$ cat config.mk
export PLATFORM = sky130hd
export DESIGN_NAME = ram_fifo_ctrl
export DESIGN_NICKNAME = d
export VERILOG_FILES = /design/src/rtl/ram_fifo_pkg.sv /design/src/rtl/ram_fifo_outreg.sv /design/src/rtl/ram_fifo_ctrl.sv
export SDC_FILE = /design/constraint.sdc
export NUM_CORES = 1
export LEC_CHECK = 0
export CORE_UTILIZATION = 30
export CTS_CLUSTER_DIAMETER = 80
export DETAILED_ROUTE_END_ITERATION = 6
export DONT_BUFFER_PORTS = 1
export PLACE_DENSITY_LB_ADDON = 0.08
export SETUP_SLACK_MARGIN = 0.05
export SLEW_MARGIN = 20
export SYNTH_ARGS = -nofsm -noshare
export SYNTH_HDL_FRONTEND = slang
export SYNTH_HIERARCHICAL = 1
export SYNTH_SLANG_ARGS = --single-unit
$ cat constraint.sdc
create_clock -name clk -period 3.1 [get_ports clk]
set_clock_uncertainty 0.2 [all_clocks]
set_input_delay 0.93 -clock clk [delete_from_list [all_inputs] [get_ports clk]]
set_output_delay 0.93 -clock clk [all_outputs]
set_load 0.005 [all_outputs]
$ cat src/rtl/ram_fifo_pkg.sv
// Shared sizing constants for the external-RAM FIFO controller.
// The controller and its output stage take their parameter defaults from here.
package ram_fifo_pkg;

    localparam int unsigned DATA_W = 4;
    localparam int unsigned ADDR_W = 2;
    localparam int unsigned DEPTH  = 2 ** ADDR_W;
    localparam int unsigned LVL_W  = ADDR_W + 1;

endpackage

$ cat src/rtl/ram_fifo_outreg.sv
// Output stage: tracks the one-cycle RAM read latency and owns the registered output word
// with its valid/ready handshake.
module ram_fifo_outreg #(
    parameter int unsigned DATA_W = ram_fifo_pkg::DATA_W
) (
    input  logic              clk,
    input  logic              rst,
    input  logic              rd_issue_i,
    input  logic [DATA_W-1:0] rd_data_i,
    input  logic              out_ready_i,
    output logic              can_issue_o,
    output logic              out_valid_o,
    output logic [DATA_W-1:0] out_data_o
);

    logic              rd_pend_q, rd_pend_d;
    logic              out_valid_q, out_valid_d;
    logic [DATA_W-1:0] out_data_q, out_data_d;

    always_comb begin
        // A read is only issued when nothing is pending, so pending lasts exactly one cycle.
        rd_pend_d   = rd_issue_i;
        out_valid_d = out_valid_q;
        out_data_d  = out_data_q;
        if (rd_pend_q) begin
            out_valid_d = 1'b1;
            out_data_d  = rd_data_i;
        end else if (out_valid_q && out_ready_i) begin
            out_valid_d = 1'b0;
        end
        // The register is guaranteed free by the time the issued read lands.
        can_issue_o = !rd_pend_q && (!out_valid_q || out_ready_i);
    end

    always_ff @(posedge clk) begin
        if (rst) begin
            rd_pend_q   <= 1'b0;
            out_valid_q <= 1'b0;
            out_data_q  <= '0;
        end else begin
            rd_pend_q   <= rd_pend_d;
            out_valid_q <= out_valid_d;
            out_data_q  <= out_data_d;
        end
    end

    assign out_valid_o = out_valid_q;
    assign out_data_o  = out_data_q;

endmodule

$ cat src/rtl/ram_fifo_ctrl.sv
// FIFO controller for an external dual-port RAM: port A writes pushed words, port B reads
// them back into a registered output stage.
module ram_fifo_ctrl #(
    parameter int unsigned DATA_W = ram_fifo_pkg::DATA_W,
    parameter int unsigned ADDR_W = ram_fifo_pkg::ADDR_W
) (
    input  logic              clk,
    input  logic              rst,
    input  logic              in_valid,
    output logic              in_ready,
    input  logic [DATA_W-1:0] in_data,
    output logic              out_valid,
    input  logic              out_ready,
    output logic [DATA_W-1:0] out_data,
    output logic              wea,
    output logic [ADDR_W-1:0] addra,
    output logic [DATA_W-1:0] dina,
    output logic              web,
    output logic [ADDR_W-1:0] addrb,
    output logic [DATA_W-1:0] dinb,
    input  logic [DATA_W-1:0] doutb,
    output logic [ADDR_W:0]   level
);

    localparam int unsigned     LvlW    = ADDR_W + 1;
    localparam logic [LvlW-1:0] LvlFull = LvlW'(1 << ADDR_W);

    logic [ADDR_W-1:0] wr_ptr_q, wr_ptr_d;
    logic [ADDR_W-1:0] rd_ptr_q, rd_ptr_d;
    logic [LvlW-1:0]   level_q, level_d;
    logic              push;
    logic              rd_issue;
    logic              can_issue;

    always_comb begin
        in_ready = !rst && (level_q < LvlFull);
        push     = in_valid && in_ready;
        rd_issue = !rst && (level_q != '0) && can_issue;

        // Pointers wrap naturally because the depth is a power of two.
        wr_ptr_d = push     ? wr_ptr_q + 1'b1 : wr_ptr_q;
        rd_ptr_d = rd_issue ? rd_ptr_q + 1'b1 : rd_ptr_q;

        level_d = level_q;
        unique case ({push, rd_issue})
            2'b10:   level_d = level_q + 1'b1;
            2'b01:   level_d = level_q - 1'b1;
            default: level_d = level_q;
        endcase
    end

    always_ff @(posedge clk) begin
        if (rst) begin
            wr_ptr_q <= '0;
            rd_ptr_q <= '0;
            level_q  <= '0;
        end else begin
            wr_ptr_q <= wr_ptr_d;
            rd_ptr_q <= rd_ptr_d;
            level_q  <= level_d;
        end
    end

    assign wea   = push;
    assign addra = wr_ptr_q;
    assign dina  = in_data;
    assign web   = 1'b0;
    assign addrb = rd_ptr_q;
    assign dinb  = '0;
    assign level = level_q;

    ram_fifo_outreg #(
        .DATA_W(DATA_W)
    ) u_outreg (
        .clk        (clk),
        .rst        (rst),
        .rd_issue_i (rd_issue),
        .rd_data_i  (doutb),
        .out_ready_i(out_ready),
        .can_issue_o(can_issue),
        .out_valid_o(out_valid),
        .out_data_o (out_data)
    );

endmodule

==> metrics.yaml <==
floorplanning:
  io_pins: 35
  dieArea_sq_mm: 0.00230
  initial_core_util_pct: 31.9
  die_width_um: 47.9
  core_area_sq_mm: 0.00198
  num_rows: 16
  fp.dieH_um: 47.9
layout:
  n_antenna_cell: 0
  drive_above_1_share_pct: 7.69
  fin_nets: 80
  final_util_pct: 31.6
  area_growth_pct: -1.19
  layoutNonFillerInstCount: 92
  fillers: 215
timing:
  hold_viol_final: 0
  rsz0062_at_grt: "false"
  setup_viol: 0
  max_freq_mhz: 377
  layout_min_cycle_time_ps: 2650
  totalNegativeSetupSlack_ps: 0
  setup_ws_ps: 451
  finalMaxSlewViolations: 0
  fin_crit_sh_pct: 85.5
logic_synthesis:
  synth_cell_type_count: 21
  synth_cells: 68
  seq_area_frac_synth_pct: 41.1
  ys_async_sr_fraction_pct: 0
  synth_top_family_by_area: "buffers and inverters"
  synth-edff-count: 0
  synth.area.mux_share_pct: 6.32
  synthTopCellsByCount: "dfxtp_1 (13), nor2_1 (13), buf_4 (9)"
  synth_xor_area_share_pct: 8.30
  syn_area_sq_um: 633
  yosys.area_share.simple_pct: 14.8
  synthAdderAreaFrac_pct: 5.14
  yosysTopAreaCellShare_pct: 41.1
  yosysWarnings: 6
  synth-seq-cells: 13
  yosys.area.top_type: "dfxtp_1"
  avgSynthCellArea_sq_um: 9.31
  synth.area.top_cells: "dfxtp_1 (41%), buf_4 (11%), nor2_1 (7.7%)"
  synth_top_flop_cell: "dfxtp_1"
  synth_compound_area_share_pct: 7.71
critical_path:
  r2r_start: "u_outreg/rd_pend_q"
  required_ps: 3120
  crit_arrival_ps: 2670
  worst_r2r_path_depth: 10
  crit_path_max_fanout: 2
  rr_endpoint: "level[2]"
  worstSetupEndpointType: "flop"
  rrSetupSlack_ps: 740
  startpoint_type: "input port"
  worstSetupPathType: "input port to flop"
cts:
  cts_post_setup_buffers_inserted: 0
  cts-buffers-inserted: 3
  clockBufferDepth: 2
  post_cts_resized: 0
  htree_levels: 1
  clk-insertion-delay-late_ps: 280
  cts_tree: "yes"
  cts_sinks: 13
  cts_root_buf: "clkbuf_4"
  cts.clk_slew.worst_paths_ps: 90
  cts_hold_buf: 0
global_routing:
  grt_usage_pct: 10.7
  first_global_vias: 354
  grt_max_degree: 17
  antenna_found_initial: 0
  grt_overflow: 0
  grt_pass1_wl_um: 1530
place:
  dp_slack_ps: 141
  gp_congestion: 0.660
  dp_hpwl_um: 723
  port_buffers: 0
  dp_cells: 88
power:
  power_w: 0.000517
  power_switching_w: 0.000184
  ir_worst_vdd_mv: 0.261
  switching_share_pct: 35.6
  pwr-share-seq_pct: 49.9
  powerDensity_mw_per_mm2: 826
  clockPowerShare_pct: 20.4
  internal_power_w: 0.000333
  pwr-share-comb_pct: 29.7
  p_leak_nw: 0.235
route:
  drt-wirelength-per-cell_um: 10.7
  vias: 389
  first_iter_violations: 0
  remaining_drc_errors: 0
  via_per_inst: 4.23
  first_pass_iters: 1
  antenna_left: 0
  routed_wl_um: 981
flow_run:
  cap_violations: 0
min_path:
  hold_class: "flop to flop"
  min_to: "u_outreg/out_valid_o"
  holdCritStartpoint: "u_outreg/out_valid_o"
  hold_depth: 2
status:
  status: "finished clean"
cells in the final DEF, fill, tap and decap left out:
cell	count
a21oi_1	3
and2_1	1
clkbuf_1	1
clkbuf_4	3
conb_1	5
dfxtp_1	13
fa_1	1
ha_1	1
inv_1	5
mux2i_1	4
nand2b_1	2
nand3b_1	1
nor2_1	13
nor2b_1	2
o21ai_0	1
o311ai_2	1
o31ai_2	1
or3_1	1
xnor2_1	1
xor2_1	5
power by group through the flow:
stage	clock [W]	sequential (W)	combinational [W]
2_1_floorplan	0	0.000248	0.000157
3_3_place_gp	0	0.000263	0.000155
3_5_place_dp	0	0.000264	0.000156
4_1_cts	0.000113	0.000260	0.000157
5_1_grt	0.000121	0.000267	0.000183
6_report	0.000106	0.000258	0.000154
how the worst max path moves through the flow:
stage               startpoint       end  slack, ps
CTS                  out_ready  level[2]        430
global route         out_ready  level[2]        290
global placement     out_ready  level[2]        160
finish               out_ready  level[2]        450
floorplan            out_ready  level[2]        290
detailed placement   out_ready  level[2]        140
worst max-delay path: stages:
cell and delay (ps):
nand2b_1 90, and2_1 190, o31ai_2 100, nor2_1 130
ha_1 200, inv_1 60, fa_1 370, xor2_1 160
or3_1 310, a21oi_1 140
through the flow:
stage | area (sq um) | hold slack (ps)
6_report | 626 | 303
5_1_grt | 626 | 344
4_1_cts | 626 | 310
3_5_place_dp | 599 | 298
3_3_place_gp | 599 | 298
2_1_floorplan | 648 | 275
cell families (layout without fill, tap and decap cells):
logic type                 Yosys count  after routing
AOI/OAI and AO/OA                    6              6
adders and majority gates            2              2
buffers and inverters               16              9
muxes                                4              4
xor gates and xnor gates             6              6
DFF                                 13             13
other                                1              5
and+or+nand+nor                     20             20
layer usage:
layer | up-vias | GRT usage (%) | routed length [um]
met2 | 14 | 12.7 | 454
met3 | 2 | 4.91 | 97
met5 | - | 0 | 0
li1 | 192 | - | -
met1 | 181 | 13.7 | 417
met4 | 0 | 10.0 | 11
registers in the layout, indices dropped and copies added (netlist names):
name                  cells
level                     3
u_outreg/out_data_o       4
addrb                     2
u_outreg/out_valid_o      1
addra                     2
u_outreg/rd_pend_q        1
area by class of cell:
type | instances | area [sq um] | share of cell area, %
Clock buffer | 4 | 26.3 | 4.20
Inverter | 5 | 18.8 | 3.00
Tap cell | 27 | 33.8 | 5.40
Sequential cell | 13 | 260 | 41.6
Multi-Input combinational cell | 43 | 287 | 45.8
No activity file was read; power rests on OpenSTA's default activity.
